`config.mk`:
```
export PLATFORM = sky130hd
export DESIGN_NAME = tdc_encoder_ctrl
export DESIGN_NICKNAME = d
export VERILOG_FILES = /design/src/rtl/tdc_encoder_ctrl.sv
export SDC_FILE = /design/constraint.sdc
export NUM_CORES = 1
export LEC_CHECK = 0
export CORE_ASPECT_RATIO = 2
export CORE_MARGIN = 4
export CORE_UTILIZATION = 35
export DETAILED_ROUTE_END_ITERATION = 7
export SLEW_MARGIN = 0
export SYNTH_ARGS = -nofsm -noshare
export SYNTH_HDL_FRONTEND = slang
export SYNTH_SLANG_ARGS = --single-unit
```
`constraint.sdc`:
```
create_clock -name clk320M -period 7.99 [get_ports clk320M]
set_clock_uncertainty 0.2 [all_clocks]
set_input_delay 1.598 -clock clk320M [delete_from_list [all_inputs] [get_ports clk320M]]
set_output_delay 1.598 -clock clk320M [all_outputs]
set_load 0.01 [all_outputs]
```
`src/rtl/tdc_encoder_ctrl.sv`:
```
// Sequencer and readout buffer for the TDC encoder: aligns to the bunch-crossing frame,
// generates the encoder write strobes, and queues tagged hit words in a FWFT FIFO.
module tdc_encoder_ctrl #(
   parameter int ENC_PHASE = 4,
   parameter int CAP_PHASE = 6,
   parameter int FIFO_AW   = 3,
   parameter int CNT_W     = 8
) (
   input  logic             clk320M,
   input  logic             rst,
   input  logic             enable,
   input  logic             bcSync,
   input  logic             clrErr,
   input  logic [9:0]       TOA_codeReg,
   input  logic [8:0]       TOT_codeReg,
   input  logic [9:0]       Cal_codeReg,
   input  logic             hitFlag,
   input  logic             TOAerrorFlagReg,
   input  logic             TOTerrorFlagReg,
   input  logic             CalerrorFlagReg,
   output logic             RawdataWrtClk,
   output logic             EncdataWrtClk,
   output logic             ResetFlag,
   input  logic             rdEn,
   output logic [39:0]      dataOut,
   output logic             empty,
   output logic             full,
   output logic [CNT_W-1:0] errCnt,
   output logic [CNT_W-1:0] ovfCnt,
   output logic             syncErr,
   output logic             running
);

   typedef enum logic [1:0] {IDLE, ARMED, RUN} state_e;

   localparam logic [2:0]       ENC_PH   = 3'(ENC_PHASE);
   localparam logic [2:0]       CAP_PH   = 3'(CAP_PHASE);
   localparam logic [FIFO_AW:0] FULL_CNT = {1'b1, {FIFO_AW{1'b0}}};

   state_e           state_q, state_d;
   logic [2:0]       phase_q, phase_d;
   logic [7:0]       bcid_q, bcid_d;
   logic             sync_err_q, sync_err_d;
   logic             raw_q, raw_d;
   logic             enc_q, enc_d;
   logic [2:0]       enc_rel;
   logic [CNT_W-1:0] err_cnt_q, ovf_cnt_q;
   logic [3:0]       rf_cnt_q;

   logic [39:0]        mem [2**FIFO_AW];
   logic [FIFO_AW-1:0] wr_ptr_q, rd_ptr_q;
   logic [FIFO_AW:0]   count_q;
   logic               cap, push, pop_ok, push_ok, drop, any_err;
   logic [39:0]        wdata;

   // NOTE: every signal driven here gets a default first so no path leaves it unassigned (no latches).
   always_comb begin
      state_d    = state_q;
      phase_d    = phase_q;
      bcid_d     = bcid_q;
      sync_err_d = sync_err_q;
      unique case (state_q)
         IDLE: begin
            phase_d = 3'd0;
            if (enable) state_d = ARMED;
         end
         ARMED: begin
            if (!enable) begin
               state_d = IDLE;
            end else if (bcSync) begin
               state_d = RUN;
               phase_d = 3'd0;
               bcid_d  = 8'd0;
            end
         end
         RUN: begin
            if (phase_q == 3'd7 && !enable) begin
               state_d = IDLE;
               phase_d = 3'd0;
            end else if (bcSync) begin
               phase_d = 3'd0;
               bcid_d  = bcid_q + 8'd1;
               if (phase_q != 3'd7) sync_err_d = 1'b1;
            end else begin
               phase_d = phase_q + 3'd1;
               if (phase_q == 3'd7) bcid_d = bcid_q + 8'd1;
            end
         end
         default: state_d = IDLE;
      endcase
      if (clrErr) sync_err_d = 1'b0;

      // Strobes are registered from next-state phase so they line up with phase_q.
      enc_rel = phase_d - ENC_PH;
      raw_d   = (state_d == RUN) && (phase_d < 3'd4);
      enc_d   = (state_d == RUN) && (enc_rel < 3'd4);
   end

   assign cap     = (state_q == RUN) && (phase_q == CAP_PH);
   assign push    = cap && hitFlag;
   assign any_err = TOAerrorFlagReg | TOTerrorFlagReg | CalerrorFlagReg;
   assign pop_ok  = rdEn && (count_q != '0);
   assign push_ok = push && ((count_q != FULL_CNT) || pop_ok);
   assign drop    = push && !push_ok;
   assign wdata   = {bcid_q, TOAerrorFlagReg, TOTerrorFlagReg, CalerrorFlagReg,
                     TOA_codeReg, TOT_codeReg, Cal_codeReg};

   // NOTE: sequential state uses non-blocking assignments so all registers update together.
   always_ff @(posedge clk320M) begin
      if (rst) begin
         state_q    <= IDLE;
         phase_q    <= 3'd0;
         bcid_q     <= 8'd0;
         sync_err_q <= 1'b0;
         raw_q      <= 1'b0;
         enc_q      <= 1'b0;
         err_cnt_q  <= '0;
         ovf_cnt_q  <= '0;
         rf_cnt_q   <= 4'd0;
         wr_ptr_q   <= '0;
         rd_ptr_q   <= '0;
         count_q    <= '0;
      end else begin
         state_q    <= state_d;
         phase_q    <= phase_d;
         bcid_q     <= bcid_d;
         sync_err_q <= sync_err_d;
         raw_q      <= raw_d;
         enc_q      <= enc_d;

         if (clrErr)                               err_cnt_q <= '0;
         else if (cap && any_err && err_cnt_q != '1) err_cnt_q <= err_cnt_q + CNT_W'(1);

         if (clrErr)                         ovf_cnt_q <= '0;
         else if (drop && ovf_cnt_q != '1)   ovf_cnt_q <= ovf_cnt_q + CNT_W'(1);

         if (clrErr)                rf_cnt_q <= 4'd8;
         else if (rf_cnt_q != 4'd0) rf_cnt_q <= rf_cnt_q - 4'd1;

         if (push_ok) wr_ptr_q <= wr_ptr_q + FIFO_AW'(1);
         if (pop_ok)  rd_ptr_q <= rd_ptr_q + FIFO_AW'(1);
         unique case ({push_ok, pop_ok})
            2'b10:   count_q <= count_q + (FIFO_AW+1)'(1);
            2'b01:   count_q <= count_q - (FIFO_AW+1)'(1);
            default: count_q <= count_q;
         endcase
      end
   end

   // NOTE: the storage array is not reset; flushing the pointers is enough to discard its contents.
   always_ff @(posedge clk320M) begin
      if (push_ok) mem[wr_ptr_q] <= wdata;
   end

   assign empty         = (count_q == '0);
   assign full          = (count_q == FULL_CNT);
   assign dataOut       = empty ? 40'd0 : mem[rd_ptr_q];
   assign RawdataWrtClk = raw_q;
   assign EncdataWrtClk = enc_q;
   assign ResetFlag     = (rf_cnt_q != 4'd0);
   assign errCnt        = err_cnt_q;
   assign ovfCnt        = ovf_cnt_q;
   assign syncErr       = sync_err_q;
   assign running       = (state_q == RUN);

endmodule

```
==> results_dict.tcl <==
set metrics [dict create \
    grt_max_degree 49 \
    initial_core_util 0.355 \
    endpoint_kind "primary output" \
    synth_area_leader_cell "edfxtp_1" \
    cts.sinks 369 \
    post_cts_buffers 0 \
    required_ps 6190 \
    cp-start-kind "flop" \
    critPathKind "flop to primary output" \
    fmax_ghz 0.198 \
    dr_wl_met3_um 946 \
    critical_path.max_stage_delay_ps 610 \
    crit_fanout 30 \
    dp_hpwl_um 17300 \
    setup_viol_count_final 0 \
    ys_warn_count 0 \
    cts_buffer_depth 3 \
    finalCritPeriodShare 0.633 \
    final_common_cell "edfxtp_1" \
    slew_headroom 0.229 \
    routed-wl-met2_um 17100 \
    p_per_area_nw_per_um2 216 \
    cap_viol_max_count 0 \
    status "finished, final reports clean" \
    grt_first_pass_wirelength_um 47700 \
    layout_common_cells "edfxtp_1, clkdlybuf4s50_1, mux4_2, nor2_1, dfxtp_1" \
    row_count 105 \
    hold_buffers 0 \
    postSynth.asyncResetShare 0 \
    dieArea_um2 45400 \
    num-nets-final 959 \
    synth_area_leaders "edfxtp_1, mux4_2, dfxtp_1, mux2i_1, nor2_1" \
    top_layer "met5" \
    vias 7595 \
    syn_nets 853 \
    synthesis.instances 801 \
    drive_above_1_share 0.177 \
    clk_pin_slew_ps 70 \
    finalMaxSlewViolations 0 \
    n_antenna_cell 0 \
    post_cts_resize_count 0 \
    numCtsBuffers 31 \
    place_area_um2 16300 \
    hold_viol_final 0 \
    post-place-ws_ps 3400 \
    antenna_left 0 \
    yosys_register_bits 369 \
    cp.arrival_ps 3260 \
    tritoncts "yes" \
    clock-root-buffer "clkbuf_16" \
    dp_cells 1409 \
    die_height_um 297 \
    grt_antenna_before_repair 1 \
    synth_cell_type_count 55 \
    synth_top_area_frac 0.656 \
    comb_power_share 0.018 \
    synth.avg_cell_area_um2 18.3 \
    setup-tns-final_ps 0 \
    period_needed_ps 5060 \
    power.leakage_nw 5.41 \
    m1WireLength_um 12100 \
    overflow 0 \
    p_sw_uw 725 \
    synth_ff_type "edfxtp_1" \
    cp_slowest_cell "dfxtp_4" \
    grt_use_total 0.134 \
    yosysSeqAreaShare 0.723 \
    cp_cell_sequence "buf_4, mux4_2, mux2i_1, nor2_1, clkdlybuf4s50_1" \
    irDropWorstVdd_mv 0.168 \
    grt_pass1_vias 8234 \
    tightest_slew_ps 1150 \
    p_int_mw 3.03 \
    core_um2 41300 \
    clockPowerShare 0.426 \
    fin_cells 1466 \
    synth_edf_count 320 \
    htree_levels 1 \
    drc 0 \
    rsz0062_at_grt "false" \
    drt_iter0_markers 344 \
    fp.dieW_um 153 \
    io_pins 102 \
    drt_wl_total_um 30800 \
    syn_area_um2 14600 \
    drtPass1Iterations 4 \
    gp_congestion 0.759 \
    synthToLayoutAreaGrowth_pct 18.6 \
    final_cell_area_um2 17400 \
    clk_latency_ps 570 \
    finalWorstSetupSlack_ps 2930 \
    p_sw_frac 0.193 \
    portBuffers 101 \
    min_path_type "flop to flop" \
    viasPerCell 5.18 \
    power_frac_seq 0.556 \
    detail_route.wl_per_cell_um 21.0 \
]
per-layer routing:
layer / up-vias / global-route usage
met1: 3969 / 0.153
met5: - / 0
met3: 41 / 0.0188
met4: 2 / 0.0399
met2: 144 / 0.256
li1: 3439 / -
layout make-up:
type / instances / area (um2)
Sequential cell: 369 / 10600
Multi-Input combinational cell: 376 / 3860
Clock buffer: 33 / 793
Clock inverter: 24 / 290
Inverter: 17 / 68.8
Fill cell: 3680 / 23900
Timing Repair Buffer: 112 / 1090
Tap cell: 535 / 669
metrics by stage:
stage,util,total power [mW],hold slack (ps)
2_1_floorplan,-,2.16,254
3_3_place_gp,0.395,2.20,274
3_5_place_dp,0.395,2.20,267
4_1_cts,0.421,3.81,290
5_1_grt,0.421,3.89,320
6_report,0.421,3.76,291
power groups by stage:
stage	sequential (mW)	clock (mW)	combinational (mW)
after floorplan	2.13	0	0.0253
after global placement	2.13	0	0.0671
after detailed placement	2.13	0	0.0690
after CTS	2.09	1.65	0.0694
after global routing	2.09	1.73	0.0758
final	2.09	1.60	0.0686
synth_stat cells, types with 10 or more instances:
cell        n
buf_2      10
inv_1      16
nand3_1    11
mux4_2     80
nand2_1    19
nor2_1     67
ha_1       12
dfxtp_1    49
mux2i_1    45
a21oi_1    21
edfxtp_1  320
or4_1      10
nor3_1     10
clkbuf_1   22
registers in the layout, indices dropped and copies added, names as in the netlist, 2 cells and up, named ones only:
register and count:
rf_cnt_q 4, state_q 2, rd_ptr_q 3, phase_q 3, mem 320, bcid_q 8, wr_ptr_q 3, count_q 4
errCnt 8, ovfCnt 8
kinds of logic after synthesis:
kind of cell,Yosys count,synth area share
XOR/XNOR,8,0.00478
adder cells (fa/ha/maj),13,0.0116
buffers and inverters,56,0.0168
flip-flops,369,0.723
AND/OR/NAND/NOR,162,0.0577
multiplexers,129,0.157
AO/OA/AOI/OAI,64,0.0292
critical path, delay by kind of cell, from the launching register on:
| family | cells | cell delay [ps] |
|---|---|---|
| AND/OR/NAND/NOR | 1 | 70 |
| buffers and inverters | 2 | 1130 |
| multiplexers | 2 | 870 |
| flip-flops | 1 | 610 |
final timing paths:
check / startpoint / endpoint / slack [ps] / cells after the start
max: flop / dataOut[36] / 2930 / 5
min: errCnt[5] / errCnt[5] / 290 / 2
max reg2reg: phase_q[0] / mem[4][31] / 4880 / 6
min reg2reg: errCnt[5] / errCnt[5] / 290 / 2
(Power assumes the default switching activity.)
